--- src/rtl/region_burst_master_pkg.sv ---
`default_nettype none
// ----------------------------------------------------------------------------
// region_pkg : shared region codes, select-field position and FSM states
// Revision   : 1.0
// ----------------------------------------------------------------------------
package region_pkg;

  localparam logic [2:0] REGION_CODE0 = 3'b001;
  localparam logic [2:0] REGION_CODE1 = 3'b010;
  localparam logic [2:0] REGION_CODE2 = 3'b011;
  localparam logic [2:0] REGION_CODE3 = 3'b100;

  localparam int REGION_SEL_LSB = 16;
  localparam int REGION_SEL_MSB = 18;

  typedef enum logic [0:0] {
    IDLE = 1'b0,
    BUSY = 1'b1
  } state_t;

  // Build a bus address: region code in the select field, offset below it.
  function automatic logic [31:0] region_addr(input logic [2:0]  code,
                                              input logic [15:0] offset);
    logic [31:0] addr;
    addr = '0;
    addr[REGION_SEL_MSB:REGION_SEL_LSB] = code;
    addr[REGION_SEL_LSB-1:0]            = offset;
    return addr;
  endfunction

endpackage
`default_nettype wire

--- src/rtl/region_burst_master_if.sv ---
`default_nettype none
// ----------------------------------------------------------------------------
// region_burst_if : command and address-bus signals of the burst master
// Revision        : 1.0
// ----------------------------------------------------------------------------
interface region_burst_if #(
  parameter int LEN_W = 4
);
  logic             cmd_valid;
  logic             cmd_ready;
  logic [1:0]       cmd_region;
  logic [15:0]      cmd_offset;
  logic [LEN_W-1:0] cmd_len;
  logic [31:0]      a;
  logic             a_valid;
  logic [3:0]       ack;
  logic             done;
  logic             err;

  modport master (
    input  cmd_valid, cmd_region, cmd_offset, cmd_len, ack,
    output cmd_ready, a, a_valid, done, err
  );

  modport slave (
    output cmd_valid, cmd_region, cmd_offset, cmd_len, ack,
    input  cmd_ready, a, a_valid, done, err
  );
endinterface
`default_nettype wire

--- src/rtl/region_burst_master_encoder.sv ---
`default_nettype none
// ----------------------------------------------------------------------------
// region_encoder : 2-bit region id to 3-bit chip-select field code
// Revision       : 1.0
// ----------------------------------------------------------------------------
module region_encoder
  import region_pkg::*;
(
  input  logic [1:0] region_i,
  output logic [2:0] code_o
);

  always_comb begin
    code_o = REGION_CODE0;
    case (region_i)
      2'd0: code_o = REGION_CODE0;
      2'd1: code_o = REGION_CODE1;
      2'd2: code_o = REGION_CODE2;
      2'd3: code_o = REGION_CODE3;
      default: code_o = REGION_CODE0;
    endcase
  end

endmodule
`default_nettype wire

--- src/rtl/region_burst_master.sv ---
`default_nettype none
// ----------------------------------------------------------------------------
// region_burst_master : issues one region-encoded address per acknowledged beat
// Revision            : 1.0
// ----------------------------------------------------------------------------
module region_burst_master
  import region_pkg::*;
#(
  parameter int LEN_W   = 4,
  parameter int TIMEOUT = 15
) (
  input  logic          clk,
  input  logic          rst,
  region_burst_if.master bus
);

  localparam int WAIT_W = (TIMEOUT > 2) ? $clog2(TIMEOUT) : 1;
  localparam logic [WAIT_W-1:0] WAIT_LAST = WAIT_W'(TIMEOUT - 1);

  state_t           state_q;
  logic [1:0]       region_q;
  logic [LEN_W-1:0] len_q;
  logic [LEN_W-1:0] beat_q;
  logic [WAIT_W-1:0] wait_q;
  logic [31:0]      a_q;
  logic             a_valid_q;
  logic             cmd_ready_q;
  logic             done_q;
  logic             err_q;

  logic [2:0]       w_code;
  logic             w_ack;

  region_encoder u_encoder (
    .region_i (bus.cmd_region),
    .code_o   (w_code)
  );

  // Only the addressed region's acknowledge can complete a beat.
  assign w_ack = bus.ack[region_q];

  always_ff @(posedge clk or posedge rst) begin
    if (rst) begin
      state_q     <= IDLE;
      region_q    <= '0;
      len_q       <= '0;
      beat_q      <= '0;
      wait_q      <= '0;
      a_q         <= '0;
      a_valid_q   <= 1'b0;
      cmd_ready_q <= 1'b1;
      done_q      <= 1'b0;
      err_q       <= 1'b0;
    end else begin
      done_q <= 1'b0;
      err_q  <= 1'b0;
      case (state_q)
        IDLE: begin
          if (bus.cmd_valid) begin
            region_q    <= bus.cmd_region;
            len_q       <= bus.cmd_len;
            beat_q      <= '0;
            wait_q      <= '0;
            a_q         <= region_addr(w_code, bus.cmd_offset);
            a_valid_q   <= 1'b1;
            cmd_ready_q <= 1'b0;
            state_q     <= BUSY;
          end
        end
        BUSY: begin
          if (w_ack) begin
            if (beat_q == len_q) begin
              a_q         <= '0;
              a_valid_q   <= 1'b0;
              cmd_ready_q <= 1'b1;
              done_q      <= 1'b1;
              state_q     <= IDLE;
            end else begin
              // Offset wraps within 16 bits; the region field is untouched.
              a_q[15:0] <= a_q[15:0] + 16'd1;
              beat_q    <= beat_q + LEN_W'(1);
              wait_q    <= '0;
            end
          end else if (wait_q == WAIT_LAST) begin
            a_q         <= '0;
            a_valid_q   <= 1'b0;
            cmd_ready_q <= 1'b1;
            err_q       <= 1'b1;
            state_q     <= IDLE;
          end else begin
            wait_q <= wait_q + WAIT_W'(1);
          end
        end
        default: state_q <= IDLE;
      endcase
    end
  end

  assign bus.a         = a_q;
  assign bus.a_valid   = a_valid_q;
  assign bus.cmd_ready = cmd_ready_q;
  assign bus.done      = done_q;
  assign bus.err       = err_q;

endmodule
`default_nettype wire
--- src/flat_wrapper.sv ---
// flat-port wrapper written by rule: the top's interface ports become plain ports
module region_burst_master_flat import region_pkg::*;
#(
  parameter int LEN_W   = 4,
  parameter int TIMEOUT = 15
)
  (clk, rst, bus_cmd_valid, bus_cmd_region, bus_cmd_offset, bus_cmd_len, bus_ack, bus_cmd_ready, bus_a, bus_a_valid, bus_done, bus_err);
  region_burst_if #(.LEN_W(LEN_W)) bus_i ();
  input  logic clk;
  input  logic rst;
  input wire logic [$bits(bus_i.cmd_valid)-1:0] bus_cmd_valid;
  input wire logic [$bits(bus_i.cmd_region)-1:0] bus_cmd_region;
  input wire logic [$bits(bus_i.cmd_offset)-1:0] bus_cmd_offset;
  input wire logic [$bits(bus_i.cmd_len)-1:0] bus_cmd_len;
  input wire logic [$bits(bus_i.ack)-1:0] bus_ack;
  output wire logic [$bits(bus_i.cmd_ready)-1:0] bus_cmd_ready;
  output wire logic [$bits(bus_i.a)-1:0] bus_a;
  output wire logic [$bits(bus_i.a_valid)-1:0] bus_a_valid;
  output wire logic [$bits(bus_i.done)-1:0] bus_done;
  output wire logic [$bits(bus_i.err)-1:0] bus_err;
  assign bus_i.cmd_valid = bus_cmd_valid;
  assign bus_i.cmd_region = bus_cmd_region;
  assign bus_i.cmd_offset = bus_cmd_offset;
  assign bus_i.cmd_len = bus_cmd_len;
  assign bus_i.ack = bus_ack;
  assign bus_cmd_ready = bus_i.cmd_ready;
  assign bus_a = bus_i.a;
  assign bus_a_valid = bus_i.a_valid;
  assign bus_done = bus_i.done;
  assign bus_err = bus_i.err;
  region_burst_master #(.LEN_W(LEN_W), .TIMEOUT(TIMEOUT)) u_core (.clk(clk), .rst(rst), .bus(bus_i));
endmodule
--- config.mk ---
export PLATFORM = sky130hd
export DESIGN_NAME = region_burst_master_flat
export DESIGN_NICKNAME = d
export VERILOG_FILES = /design/src/rtl/region_burst_master_pkg.sv /design/src/rtl/region_burst_master_if.sv /design/src/rtl/region_burst_master_encoder.sv /design/src/rtl/region_burst_master.sv /design/src/flat_wrapper.sv
export SDC_FILE = /design/constraint.sdc
export NUM_CORES = 1
export LEC_CHECK = 0
export CAP_MARGIN = 25
export CORE_MARGIN = 2
export CORE_UTILIZATION = 43
export CTS_BUF_LIST = sky130_fd_sc_hd__clkbuf_16
export DETAILED_ROUTE_END_ITERATION = 8
export GPL_TIMING_DRIVEN = 0
export PLACE_DENSITY = 0.77
export RECOVER_POWER = 25
export SETUP_SLACK_MARGIN = 0.05
export SLEW_MARGIN = 30
export SYNTH_ARGS = -nofsm -noshare
export SYNTH_HDL_FRONTEND = slang
export SYNTH_SLANG_ARGS = --single-unit
--- constraint.sdc ---
create_clock -name clk -period 1.9 [get_ports clk]
set_input_delay 0.38 -clock clk [delete_from_list [all_inputs] [get_ports clk]]
set_output_delay 0.38 -clock clk [all_outputs]
set_load 0.005 [all_outputs]
==> impl_metrics.yaml <==
clocking:
  path_clk_slew_ps: 60
  htree_levels: 2
  root_buffer: "clkbuf_16"
  clock_path_buffers: 2
  numCtsBuffers: 5
  cts_tree: "yes"
  clock_sinks: 38
  clk_latency_ps: 290
detailed_routing:
  num_vias: 2014
  drt_iter0_drc: 179
  postRouteAntennaNets: 0
  wl_mm: 5.646
  dr.pass1.iters: 4
  drc: 0
  routed_via_density: 5.151
  wl_per_cell_um: 14.44
hold_path:
  hold_class: "reg2reg"
  whs_endpoint: "u_core.wait_q[3]"
  hp-start: "u_core.wait_q[3]"
  worstHoldPathCells: 1
logic_synthesis:
  synth_edf_count: 0
  ys_types: 43
  ys_ff_latch: 38
  synth.yosys.seq_area_share_pct: 43.39
  synth_area_leaders: "dfrtp_1 42%, a22o_1 6.4%, buf_4 4.8%"
  syn_area_um2: 2195
  yosysTopAreaCellShare_pct: 42.19
  async_flop_share_pct: 100.0
  yosysWarnings: 0
  synthFlopType: "dfrtp_1"
  syn_area_per_cell_um2: 9.419
  synth_top_area_cell: "dfrtp_1"
  netlist_instances: 233
critical_path:
  critPathKind: "reg2reg"
  critPathLaunchType: "register"
  cp_top_family: "multiplexers"
  critPathMaxStageDelay_ps: 540
  cp.required_ps: 2070
  ff2ff_setup_slack_ps: -80
  r2r_end: "u_core.bus.a[7]"
  cp_data_arrival_time_ps: 2150
  crit_buf_inv: 3
  r2r_cells: 8
  timing.critical_path.mode_cell: "buf_6"
  cpMaxStageDelayCell: "mux4_2"
  cp_cell_sequence: "mux4_2, buf_4, nand2_4, or2_4, buf_6, buf_6, o21ai_1, a22o_1"
  reg2reg_from: "u_core.region_q[0]"
  critical_path.max_fanout: 8
  end_kind: "register"
cells_and_area:
  final_cell_mix: "46 x clkdlybuf4s50_1, 37 x dfrtp_1, 27 x buf_4"
  area_growth_pct: 45.27
  final_util_pct: 63.64
  fin_cells: 391
  diodes: 0
  fill_cells: 419
  final_common_cell: "clkdlybuf4s50_1"
  fin_nets: 356
  drive_above_1_share_pct: 18.69
pwr:
  p_per_area_nw_per_um2: 1568
  ir_drop_mv: 1.024
  p_leak_nw: 1.505
sta:
  finalHoldViolations: 0
  finClkSkew_ps: 7.130
  tightestPinTransition_ps: 838.0
  fin_crit_sh_pct: 104.3
  post-route-min-period_ps: 1981
  setup_viol: 22
  fmax_ghz: 0.5047
  rsz0062_at_grt: "true"
  slew_violations: 0
  slew_headroom_pct: 44.07
  worst_slack_ps: -81.48
place:
  io_buffer_count: 51
  dp.cells: 367
  dp_hpwl_mm: 3.741
  dpl_worst_slack_ps: -684.2
  routabilityCongestion: 0.7801
floorplan:
  die_width_um: 75.44
  ioPinCount: 65
  core_um2: 5010
  initial_core_util_pct: 43.81
  dieHeight_um: 75.44
  fp-row-count: 26
  die-area_um2: 5691
grt:
  grt_max_degree: 21
  grt_pass1_vias: 1932
  grt_usage_pct: 21.44
  antenna_found_initial: 0
  grt_overflow_total: 0
  grt_pass1_wl_mm: 9.066
status:
  status: "complete, but fails checks"
  violations: "setup timing"
run:
  maxCapViolCount: 0
per-layer routing:
metal  global-route usage, %  vias up  share of wire, %
li1                        -      967                 -
met1                   27.17      965                44
met2                   35.56       75                48
met3                   5.820        7               6.7
met4                   7.212        0               1.3
met5                       0        -                 0
worst register-to-register path, stage by stage, from the launching register on:
cell and delay, ps:
dfrtp_1 360, mux4_2 540, buf_4 180, nand2_4 100, or2_4 140, buf_6 110
buf_6 130, o21ai_1 90, a22o_1 210
logic make-up after synthesis:
logic type | Yosys count | synth area share [%]
simple gates | 73 | 15.91
compound gates | 60 | 21.27
buf+inv | 45 | 10.95
flops | 38 | 43.39
fa+ha+maj | 7 | 3.991
xor+xnor | 6 | 2.395
mux | 3 | 1.938
other cells | 1 | 0.1709
worst max path at each step:
| stage | slack, ps | start | endpoint | cells after the start |
|---|---|---|---|---|
| after floorplan | -30 | u_core.region_q[0] | u_core.bus.a[7] | 5 |
| after global placement | -640 | bus_ack[1] | u_core.bus.a[12] | 7 |
| after detailed placement | -680 | bus_ack[1] | u_core.bus.a[4] | 7 |
| after CTS | -70 | u_core.region_q[0] | u_core.bus.a[6] | 5 |
| after global routing | -130 | u_core.region_q[0] | u_core.bus.a[9] | 8 |
| final | -80 | u_core.region_q[0] | u_core.bus.a[7] | 8 |
synthesized netlist by cell type (2+ instances only):
cell type / count
a21oi_1: 6
nor3_1: 3
a32o_1: 4
nand2_1: 26
o2bb2ai_1: 2
o22ai_1: 4
mux2i_1: 2
buf_2: 3
clkbuf_1: 4
xor2_1: 4
nor2_1: 19
nand3_1: 11
nor3b_1: 2
a22o_1: 16
or2_2: 2
dfrtp_1: 37
o32a_1: 3
o32ai_1: 3
inv_1: 22
and3_1: 2
xnor2_1: 2
ha_1: 7
buf_6: 2
a21o_1: 6
buf_4: 14
o21ai_0: 8
nand4_1: 3
timing repair:
item                                   CTS  global route
hold buffers                             0             0
setup endpoints to repair               24            27
endpoints found under the hold margin    0             0
resized for setup                       21             3
gates cloned                             3             0
pin swaps                                4             4
buffers inserted                        10             3
report_power, final:
part           switching, W  internal, W  leakage (nW)
clock              0.000326     0.000474        0.0724
sequential         0.000333      0.00113         0.489
combinational       0.00129      0.00145         0.943
total               0.00194      0.00306          1.51
metrics by stage:
stage / TNS (ps) / power (W) / hold WS, ps / cell area, µm²
floorplan: -252.4 / 0.002841 / 448.7 / 2242
global placement: -21700 / 0.003576 / 465.8 / 2840
detailed placement: -14300 / 0.003640 / 474.0 / 2868
CTS: -717.8 / 0.004881 / 435.8 / 3149
global route: -2166 / 0.005326 / 517.6 / 3188
finish: -877.8 / 0.005000 / 481.7 / 3188
state kept, by name, summed over array words and instances, names as in the netlist, 2 cells and up:
signal	flops
u_core.bus.a	19
u_core.beat_q	4
u_core.len_q	4
u_core.wait_q	4
u_core.region_q	2
layout make-up:
type	count	area, µm²	share of cell area [%]
Clock inverter	3	12.51	0.3925
Multi-Input combinational cell	162	1100	34.50
Timing Repair Buffer	68	654.4	20.53
Tap cell	70	87.58	2.747
Buffer	23	173.9	5.455
Sequential cell	38	952.2	29.87
Clock buffer	5	125.1	3.925
Inverter	22	82.58	2.590
Power figures use the tool's default switching activity.
